==> config.mk <==
export PLATFORM = sky130hd
export DESIGN_NAME = axil_cmd_master
export DESIGN_NICKNAME = d
export VERILOG_FILES = /design/src/rtl/axil_pkg.sv /design/src/rtl/axil_cmd_master.sv
export SDC_FILE = /design/constraint.sdc
export NUM_CORES = 1
export LEC_CHECK = 0
export CAP_MARGIN = 20
export CORE_MARGIN = 2
export CORE_UTILIZATION = 45
export DETAILED_ROUTE_END_ITERATION = 7
export PLACE_DENSITY = 0.94
export SYNTH_ARGS = -nofsm -noshare
export SYNTH_HDL_FRONTEND = slang
export SYNTH_SLANG_ARGS = --single-unit
==> constraint.sdc <==
create_clock -name clk -period 2.9 [get_ports clk]
set_clock_uncertainty 0.1 [all_clocks]
set_input_delay 0.58 -clock clk [delete_from_list [all_inputs] [get_ports clk]]
set_output_delay 0.58 -clock clk [all_outputs]
set_load 0.02 [all_outputs]
==> src/rtl/axil_pkg.sv <==
// Shared AXI4-Lite definitions: response codes and the command-master state encoding.
package axil_pkg;

   localparam logic [1:0] AXI_OKAY   = 2'd0;
   localparam logic [1:0] AXI_EXOKAY = 2'd1;
   localparam logic [1:0] AXI_SLVERR = 2'd2;
   localparam logic [1:0] AXI_DECERR = 2'd3;

   typedef enum logic [2:0] {
      S_IDLE,
      S_WRITE,
      S_WRESP,
      S_READ,
      S_RDATA,
      S_RESPOND
   } axil_state_e;

endpackage

==> src/rtl/axil_cmd_master.sv <==
// Command-driven AXI4-Lite master: one register read/write per command, one outstanding,
// with an optional watchdog that abandons a stuck transaction and reports SLVERR.
module axil_cmd_master
   import axil_pkg::*;
#(
   parameter int unsigned AW      = 8,
   parameter int unsigned TIMEOUT = 256
) (
   input  logic          clk,
   input  logic          resetn,

   input  logic [AW-1:0] CMD_ADDR,
   input  logic [31:0]   CMD_WDATA,
   input  logic [3:0]    CMD_WSTRB,
   input  logic          CMD_WRITE,
   input  logic          CMD_VALID,
   output logic          CMD_READY,

   output logic [31:0]   RSP_RDATA,
   output logic [1:0]    RSP_RESP,
   output logic          RSP_TIMEOUT,
   output logic          RSP_VALID,
   input  logic          RSP_READY,

   output logic [AW-1:0] M_AXI_AWADDR,
   output logic [2:0]    M_AXI_AWPROT,
   output logic          M_AXI_AWVALID,
   input  logic          M_AXI_AWREADY,
   output logic [31:0]   M_AXI_WDATA,
   output logic [3:0]    M_AXI_WSTRB,
   output logic          M_AXI_WVALID,
   input  logic          M_AXI_WREADY,
   input  logic [1:0]    M_AXI_BRESP,
   input  logic          M_AXI_BVALID,
   output logic          M_AXI_BREADY,
   output logic [AW-1:0] M_AXI_ARADDR,
   output logic [2:0]    M_AXI_ARPROT,
   output logic          M_AXI_ARVALID,
   input  logic          M_AXI_ARREADY,
   input  logic [31:0]   M_AXI_RDATA,
   input  logic [1:0]    M_AXI_RRESP,
   input  logic          M_AXI_RVALID,
   output logic          M_AXI_RREADY
);

   localparam int unsigned CW   = (TIMEOUT > 0) ? $clog2(TIMEOUT + 1) : 1;
   localparam logic [CW-1:0] TMAX = CW'(TIMEOUT);

   axil_state_e   state;
   logic [AW-1:0] addr_q;
   logic [31:0]   wdata_q;
   logic [3:0]    wstrb_q;
   logic [CW-1:0] wd_cnt;

   logic busy, wd_hit, completing, abort;
   logic aw_done, w_done;

   assign M_AXI_AWADDR = addr_q;
   assign M_AXI_ARADDR = addr_q;
   assign M_AXI_WDATA  = wdata_q;
   assign M_AXI_WSTRB  = wstrb_q;
   assign M_AXI_AWPROT = '0;
   assign M_AXI_ARPROT = '0;

   always_comb begin
      busy       = (state == S_WRITE) || (state == S_WRESP) ||
                   (state == S_READ)  || (state == S_RDATA);
      wd_hit     = (TIMEOUT != 0) && (wd_cnt == TMAX - 1'b1);
      // A response arriving in the watchdog's final cycle still wins over the abort.
      completing = ((state == S_WRESP) && M_AXI_BVALID) ||
                   ((state == S_RDATA) && M_AXI_RVALID);
      abort      = busy && wd_hit && !completing;
      aw_done    = !M_AXI_AWVALID || M_AXI_AWREADY;
      w_done     = !M_AXI_WVALID  || M_AXI_WREADY;
   end

   always_ff @(posedge clk) begin
      if (!resetn) begin
         state         <= S_IDLE;
         CMD_READY     <= 1'b0;
         RSP_RDATA     <= '0;
         RSP_RESP      <= '0;
         RSP_TIMEOUT   <= 1'b0;
         RSP_VALID     <= 1'b0;
         M_AXI_AWVALID <= 1'b0;
         M_AXI_WVALID  <= 1'b0;
         M_AXI_BREADY  <= 1'b0;
         M_AXI_ARVALID <= 1'b0;
         M_AXI_RREADY  <= 1'b0;
         addr_q        <= '0;
         wdata_q       <= '0;
         wstrb_q       <= '0;
         wd_cnt        <= '0;
      end else begin
         if (busy && (wd_cnt != TMAX))
            wd_cnt <= wd_cnt + 1'b1;

         if (abort) begin
            M_AXI_AWVALID <= 1'b0;
            M_AXI_WVALID  <= 1'b0;
            M_AXI_BREADY  <= 1'b0;
            M_AXI_ARVALID <= 1'b0;
            M_AXI_RREADY  <= 1'b0;
            RSP_RDATA     <= '0;
            RSP_RESP      <= AXI_SLVERR;
            RSP_TIMEOUT   <= 1'b1;
            RSP_VALID     <= 1'b1;
            state         <= S_RESPOND;
         end else begin
            case (state)
               S_IDLE: begin
                  CMD_READY <= 1'b1;
                  if (CMD_VALID && CMD_READY) begin
                     CMD_READY <= 1'b0;
                     addr_q    <= CMD_ADDR;
                     wdata_q   <= CMD_WDATA;
                     wstrb_q   <= CMD_WSTRB;
                     wd_cnt    <= '0;
                     if (CMD_WRITE) begin
                        M_AXI_AWVALID <= 1'b1;
                        M_AXI_WVALID  <= 1'b1;
                        state         <= S_WRITE;
                     end else begin
                        M_AXI_ARVALID <= 1'b1;
                        state         <= S_READ;
                     end
                  end
               end
               S_WRITE: begin
                  if (M_AXI_AWVALID && M_AXI_AWREADY) M_AXI_AWVALID <= 1'b0;
                  if (M_AXI_WVALID && M_AXI_WREADY)   M_AXI_WVALID  <= 1'b0;
                  if (aw_done && w_done) begin
                     M_AXI_BREADY <= 1'b1;
                     state        <= S_WRESP;
                  end
               end
               S_WRESP: begin
                  if (M_AXI_BVALID) begin
                     M_AXI_BREADY <= 1'b0;
                     RSP_RDATA    <= '0;
                     RSP_RESP     <= M_AXI_BRESP;
                     RSP_TIMEOUT  <= 1'b0;
                     RSP_VALID    <= 1'b1;
                     state        <= S_RESPOND;
                  end
               end
               S_READ: begin
                  if (M_AXI_ARREADY) begin
                     M_AXI_ARVALID <= 1'b0;
                     M_AXI_RREADY  <= 1'b1;
                     state         <= S_RDATA;
                  end
               end
               S_RDATA: begin
                  if (M_AXI_RVALID) begin
                     M_AXI_RREADY <= 1'b0;
                     RSP_RDATA    <= M_AXI_RDATA;
                     RSP_RESP     <= M_AXI_RRESP;
                     RSP_TIMEOUT  <= 1'b0;
                     RSP_VALID    <= 1'b1;
                     state        <= S_RESPOND;
                  end
               end
               S_RESPOND: begin
                  if (RSP_READY) begin
                     RSP_VALID <= 1'b0;
                     CMD_READY <= 1'b1;
                     state     <= S_IDLE;
                  end
               end
               default: state <= S_IDLE;
            endcase
         end
      end
   end

endmodule

==> results of run 1 <==
## stage by stage
stage	setup WS [ns]	cells	total power [mW]
final	0.752	732	4.54
after floorplan	1.14	460	3.00
after detailed placement	0.450	716	3.68
after global routing	0.627	732	4.80
after CTS	0.743	732	4.57
after global placement	0.228	715	3.58
## metal layers
metal / wire [um] / vias up / track usage
li1: - / 1847 / -
met1: 4450 / 1774 / 0.256
met2: 5950 / 128 / 0.410
met3: 718 / 15 / 0.0597
met4: 117 / 0 / 0.0443
met5: 0 / - / 0
## report_power, final
| group | internal [mW] | switching (mW) |
|---|---|---|
| sequential | 1.56 | 0.215 |
| combinational | 0.861 | 1.01 |
| clock | 0.424 | 0.465 |
## layout by cell type (no fill, tap or decap), drive strengths merged, types with 2 or more instances in the layout
cell type	n
conb	6
nand2	102
nand2b	5
ha	3
clkdlybuf4s50	183
buf	8
a21oi	52
nor2b	4
o21ai	6
nor3	4
clkinv	3
inv	9
nand3b	3
nand3	7
a22oi	32
xnor2	7
nor4	5
mux2i	2
nor3b	2
o221ai	2
dfxtp	98
a211oi	3
nor2	47
a31oi	6
o22ai	2
clkbuf	10
## logic make-up after synthesis
| kind of cell | count (synthesis) |
|---|---|
| compound gates | 109 |
| xor+xnor | 7 |
| fa+ha+maj | 3 |
| buf+inv | 51 |
| flops | 98 |
| mux | 2 |
| other cells | 1 |
| simple gates | 184 |
## cell type report
type,instances,area [sq um],area share
Clock buffer,10,138,0.0225
Timing Repair Buffer,191,1920,0.313
Inverter,8,30.0,0.00491
Sequential cell,98,1960,0.321
Multi-Input combinational cell,311,1870,0.306
Clock inverter,6,65.1,0.0106
Tap cell,108,135,0.0221
## state kept, by name, summed over array words and instances (netlist names), 2 cells and up
name / flops
wd_cnt: 9
RSP_RESP: 2
M_AXI_ARADDR: 8
RSP_RDATA: 32
M_AXI_WSTRB: 4
state: 3
M_AXI_WDATA: 32
## tightest hold or removal path: stages (launching register included)
cell and delay (ns):
dfxtp_1 0.32, nand2_1 0.05, a21oi_1 0.05
## path summary, 6_finish.rpt
kind,start,end,slack [ns]
min,M_AXI_WDATA[24],M_AXI_WDATA[24],0.36
max,CMD_READY,CMD_READY,0.75
max reg2reg,wd_cnt[0],RSP_RESP[0],0.78
min reg2reg,M_AXI_WDATA[24],M_AXI_WDATA[24],0.36
==> results.py, run 1 <==
metrics = {
    "global_routing": {
        "gr-total-overflow": 0,
        "grt_first_pass_wirelength_um": 17800,
        "grt_pass1_vias": 3651,
        "grt_max_degree": 47,
        "track_usage": 0.221,
        "grt_antenna_before_repair": 0,
    },
    "timing": {
        "final-setup-viol-count": 0,
        "maxSlewHeadroom": 0.595,
        "hold_viol_final": 0,
        "worst_slew_pin_slew_ns": 0.606,
        "fin_tns_setup_ns": 0,
        "fmax_ghz": 0.466,
        "min_period_over_period": 0.741,
        "final_max_slew_viol_count": 0,
        "layout_min_cycle_time_ns": 2.15,
        "holdWs_ns": 0.356,
        "grt_setup_unrepaired": "false",
    },
    "synthesis": {
        "synth_top_family_by_area": "compound AO/OA/AOI/OAI gates",
        "synth-simple-area-share": 0.202,
        "async_reset_ff_frac": 0,
        "synthFlopType": "dfxtp_1",
        "yosysWarnings": 0,
        "ys_seq_area_frac": 0.476,
        "synth_edf_count": 0,
        "muxShareOfSynthArea": 0.00486,
        "synth_cell_types": 49,
        "syn_inst": 455,
        "synth_compound_area_frac": 0.213,
        "synth_top_area_frac": 0.476,
        "ys_seq_elements": 98,
        "avgSynthCellArea_sq_um": 9.06,
        "synth_area_leaders": "dfxtp_1, nand2_1, a22oi_2",
        "yosysMostFrequentCell": "nand2_1",
        "synth_top_area_cell": "dfxtp_1",
        "synth_common_cells": "nand2_1, dfxtp_1, a21oi_1",
        "synthXorXnorAreaFrac": 0.0149,
        "synth_area_sq_mm": 0.00412,
        "synthAdderAreaFrac": 0.00911,
    },
    "cts": {
        "clk_pin_slew_worst_paths_ns": 0.09,
        "post_cts_resized": 0,
        "clkLatencyLatePin_ns": 0.35,
        "cts_hold_buf": 0,
        "post_cts_buffers": 0,
        "cts_buffers": 9,
        "clkSinkCount": 98,
        "root_buffer": "clkbuf_8",
        "cts_tree": "yes",
        "cts-htree-levels": 3,
        "clk_path_buf_depth": 2,
    },
    "floorplanning": {
        "die_area_sq_mm": 0.00994,
        "dieHeight_um": 99.7,
        "start_util": 0.468,
        "die_w_um": 99.7,
        "core_area_sq_mm": 0.00881,
        "io_pins": 190,
        "rows": 34,
    },
    "drt": {
        "wl_per_cell_um": 15.3,
        "ant_nets": 0,
        "firstDrtPassIters": 4,
        "routed_wirelength_um": 11200,
        "drcViolationCount": 0,
        "num_vias": 3764,
        "via_per_inst": 5.14,
        "drtIter0Drc": 176,
    },
    "worst_setup_path": {
        "cp.arrival_ns": 1.47,
        "cp_max_fo": 4,
        "cp-start-kind": "flop",
        "cp.depth": 1,
        "cp-end-kind": "primary output",
        "cp_slowest_cell": "clkdlybuf4s50_1",
        "cp_slowest_stage_delay_ns": 0.67,
        "cp_cell_sequence": "clkdlybuf4s50_1",
        "critPathTopFamily": "buffers and inverters",
        "crit_required_ns": 2.22,
        "reg2reg_depth": 9,
        "critPathKind": "reg -> out",
        "crit_buf_inv": 1,
    },
    "finish": {
        "final_area_sq_mm": 0.00612,
        "syn_to_final_growth_pct": 48.4,
        "final_nets": 712,
        "drive_gt1_frac": 0.115,
        "fin_util": 0.695,
        "n_antenna_cell": 0,
        "fillers": 685,
    },
    "place": {
        "hpwl_um": 8540,
        "port_buffers": 183,
        "dpl_cell_area_sq_mm": 0.00591,
        "gp_congestion": 0.967,
    },
    "pwr": {
        "power_density_mw_per_mm2": 742,
        "ir_drop_v": 0.000541,
        "p_leak_nw": 2.11,
    },
    "hold_path": {
        "hold_depth": 2,
        "hp-class": "reg -> reg",
    },
    "outcome": {
        "status": "completed",
    },
    "flow_run": {
        "cap_violations": 0,
    },
}
(Power assumes the default switching activity.)
==> run 2: changes to the inputs <==
CORE_UTILIZATION = 41   (was 45)
PLACE_DENSITY = 0.88   (was 0.94)
clock period = 2.1 ns   (was 2.9 ns; I/O delays follow)
==> results.py, run 2 (synthesis gave the netlist of run 1 again) <==
metrics = {
    "global_routing": {
        "grt_max_degree": 47,
        "grt_pass1_vias": 3820,
        "grt_antenna_before_repair": 0,
        "grt_first_pass_wirelength_um": 18200,
        "track_usage": 0.206,
        "gr-total-overflow": 0,
    },
    "timing": {
        "min_period_over_period": 0.938,
        "final-setup-viol-count": 0,
        "holdWs_ns": 0.360,
        "fin_tns_setup_ns": 0,
        "worst_slew_pin_slew_ns": 0.708,
        "hold_viol_final": 0,
        "layout_min_cycle_time_ns": 1.97,
        "maxSlewHeadroom": 0.528,
        "final_max_slew_viol_count": 0,
        "fmax_ghz": 0.508,
    },
    "place": {
        "gp_congestion": 0.856,
        "hpwl_um": 8680,
        "port_buffers": 183,
    },
    "finish": {
        "final_nets": 721,
        "seqCellArea_sq_mm": 0.00196,
        "multiInputGateArea_sq_mm": 0.00187,
        "final_cell_mix": "clkdlybuf4s50_1, nand2_1, dfxtp_1, a21oi_1, nor2_1",
        "syn_to_final_growth_pct": 51.6,
        "final_common_cell": "clkdlybuf4s50_1",
        "fillers": 790,
        "n_antenna_cell": 0,
        "drive_gt1_frac": 0.123,
    },
    "cts": {
        "clk_path_buf_depth": 2,
        "post_cts_resized": 0,
        "clkLatencyLatePin_ns": 0.36,
        "post_cts_buffers": 0,
        "cts_tree": "yes",
        "root_buffer": "clkbuf_8",
        "cts-htree-levels": 3,
        "cts_hold_buf": 0,
        "clk_pin_slew_worst_paths_ns": 0.08,
        "cts_buffers": 9,
        "clkSinkCount": 98,
    },
    "drt": {
        "wl_per_cell_um": 14.9,
        "drtIter0Drc": 183,
        "routed_wirelength_um": 11400,
        "num_vias": 3875,
        "drcViolationCount": 0,
        "firstDrtPassIters": 4,
        "via_per_inst": 5.06,
        "ant_nets": 0,
    },
    "worst_setup_path": {
        "crit_buf_inv": 1,
        "cp-start-kind": "flop",
        "cp-end-kind": "primary output",
        "cp_cell_sequence": "clkdlybuf4s50_1",
        "cp_slowest_stage_delay_ns": 0.65,
        "cp_max_fo": 4,
        "critPathKind": "reg -> out",
        "cp_slowest_cell": "clkdlybuf4s50_1",
        "crit_required_ns": 1.58,
        "critPathTopFamily": "buffers and inverters",
        "cp.arrival_ns": 1.45,
    },
    "floorplanning": {
        "die_w_um": 104,
        "start_util": 0.422,
        "dieHeight_um": 104,
        "core_area_sq_mm": 0.00977,
        "rows": 36,
        "die_area_sq_mm": 0.0109,
        "io_pins": 190,
    },
    "flow_run": {
        "cap_violations": 0,
    },
    "pwr": {
        "ir_drop_v": 0.000453,
        "design_power_total_mw": 6.34,
        "p_leak_nw": 2.16,
        "power_density_mw_per_mm2": 1010,
    },
    "hold_path": {
        "hp-class": "reg -> reg",
    },
    "outcome": {
        "status": "completed",
    },
}
## run 2: final timing paths
check | start | endpoint | slack (ns) | cells after the start
setup / recovery | CMD_READY | CMD_READY | 0.13 | 1
hold / removal | M_AXI_WDATA[26] | M_AXI_WDATA[26] | 0.36 | 2
setup reg to reg | wd_cnt[0] | RSP_RDATA[13] | 0.14 | 9
hold reg to reg | M_AXI_WDATA[26] | M_AXI_WDATA[26] | 0.36 | 2
## run 2: cell type report
cell class,instances,share of cell area
Timing Repair Buffer,200,0.323
Sequential cell,98,0.314
Multi-Input combinational cell,311,0.300
Tap cell,133,0.0266
Clock buffer,12,0.0232
Clock inverter,4,0.00821
Inverter,8,0.00481
## run 2: worst min-delay path, cell delays in order (launching register included)
cell	delay (ns)
dfxtp_1	0.31
nand2_1	0.05
a21oi_1	0.05
## run 2: routing by layer
metal  track usage  wire length (um)  part of all wire
met5             0                 0                 0
met4        0.0840               229             0.020
met3        0.0476               682             0.060
met2         0.398              6230              0.55
met1         0.212              4280              0.37
## run 2: power by group
group / switching, mW / internal, mW
sequential: 0.229 / 2.15
clock: 0.616 / 0.585
combinational: 1.49 / 1.27
## run 2: stage by stage
stage | area, sq um | util | cells | setup WS, ns
3_5_place_dp | 6040 | 0.618 | 750 | -0.182
2_1_floorplan | 4140 | - | 460 | 0.344
6_report | 6250 | 0.639 | 766 | 0.130
5_1_grt | 6250 | 0.639 | 766 | -0.00474
3_3_place_gp | 6010 | 0.615 | 749 | -0.385
4_1_cts | 6240 | 0.638 | 766 | 0.0580
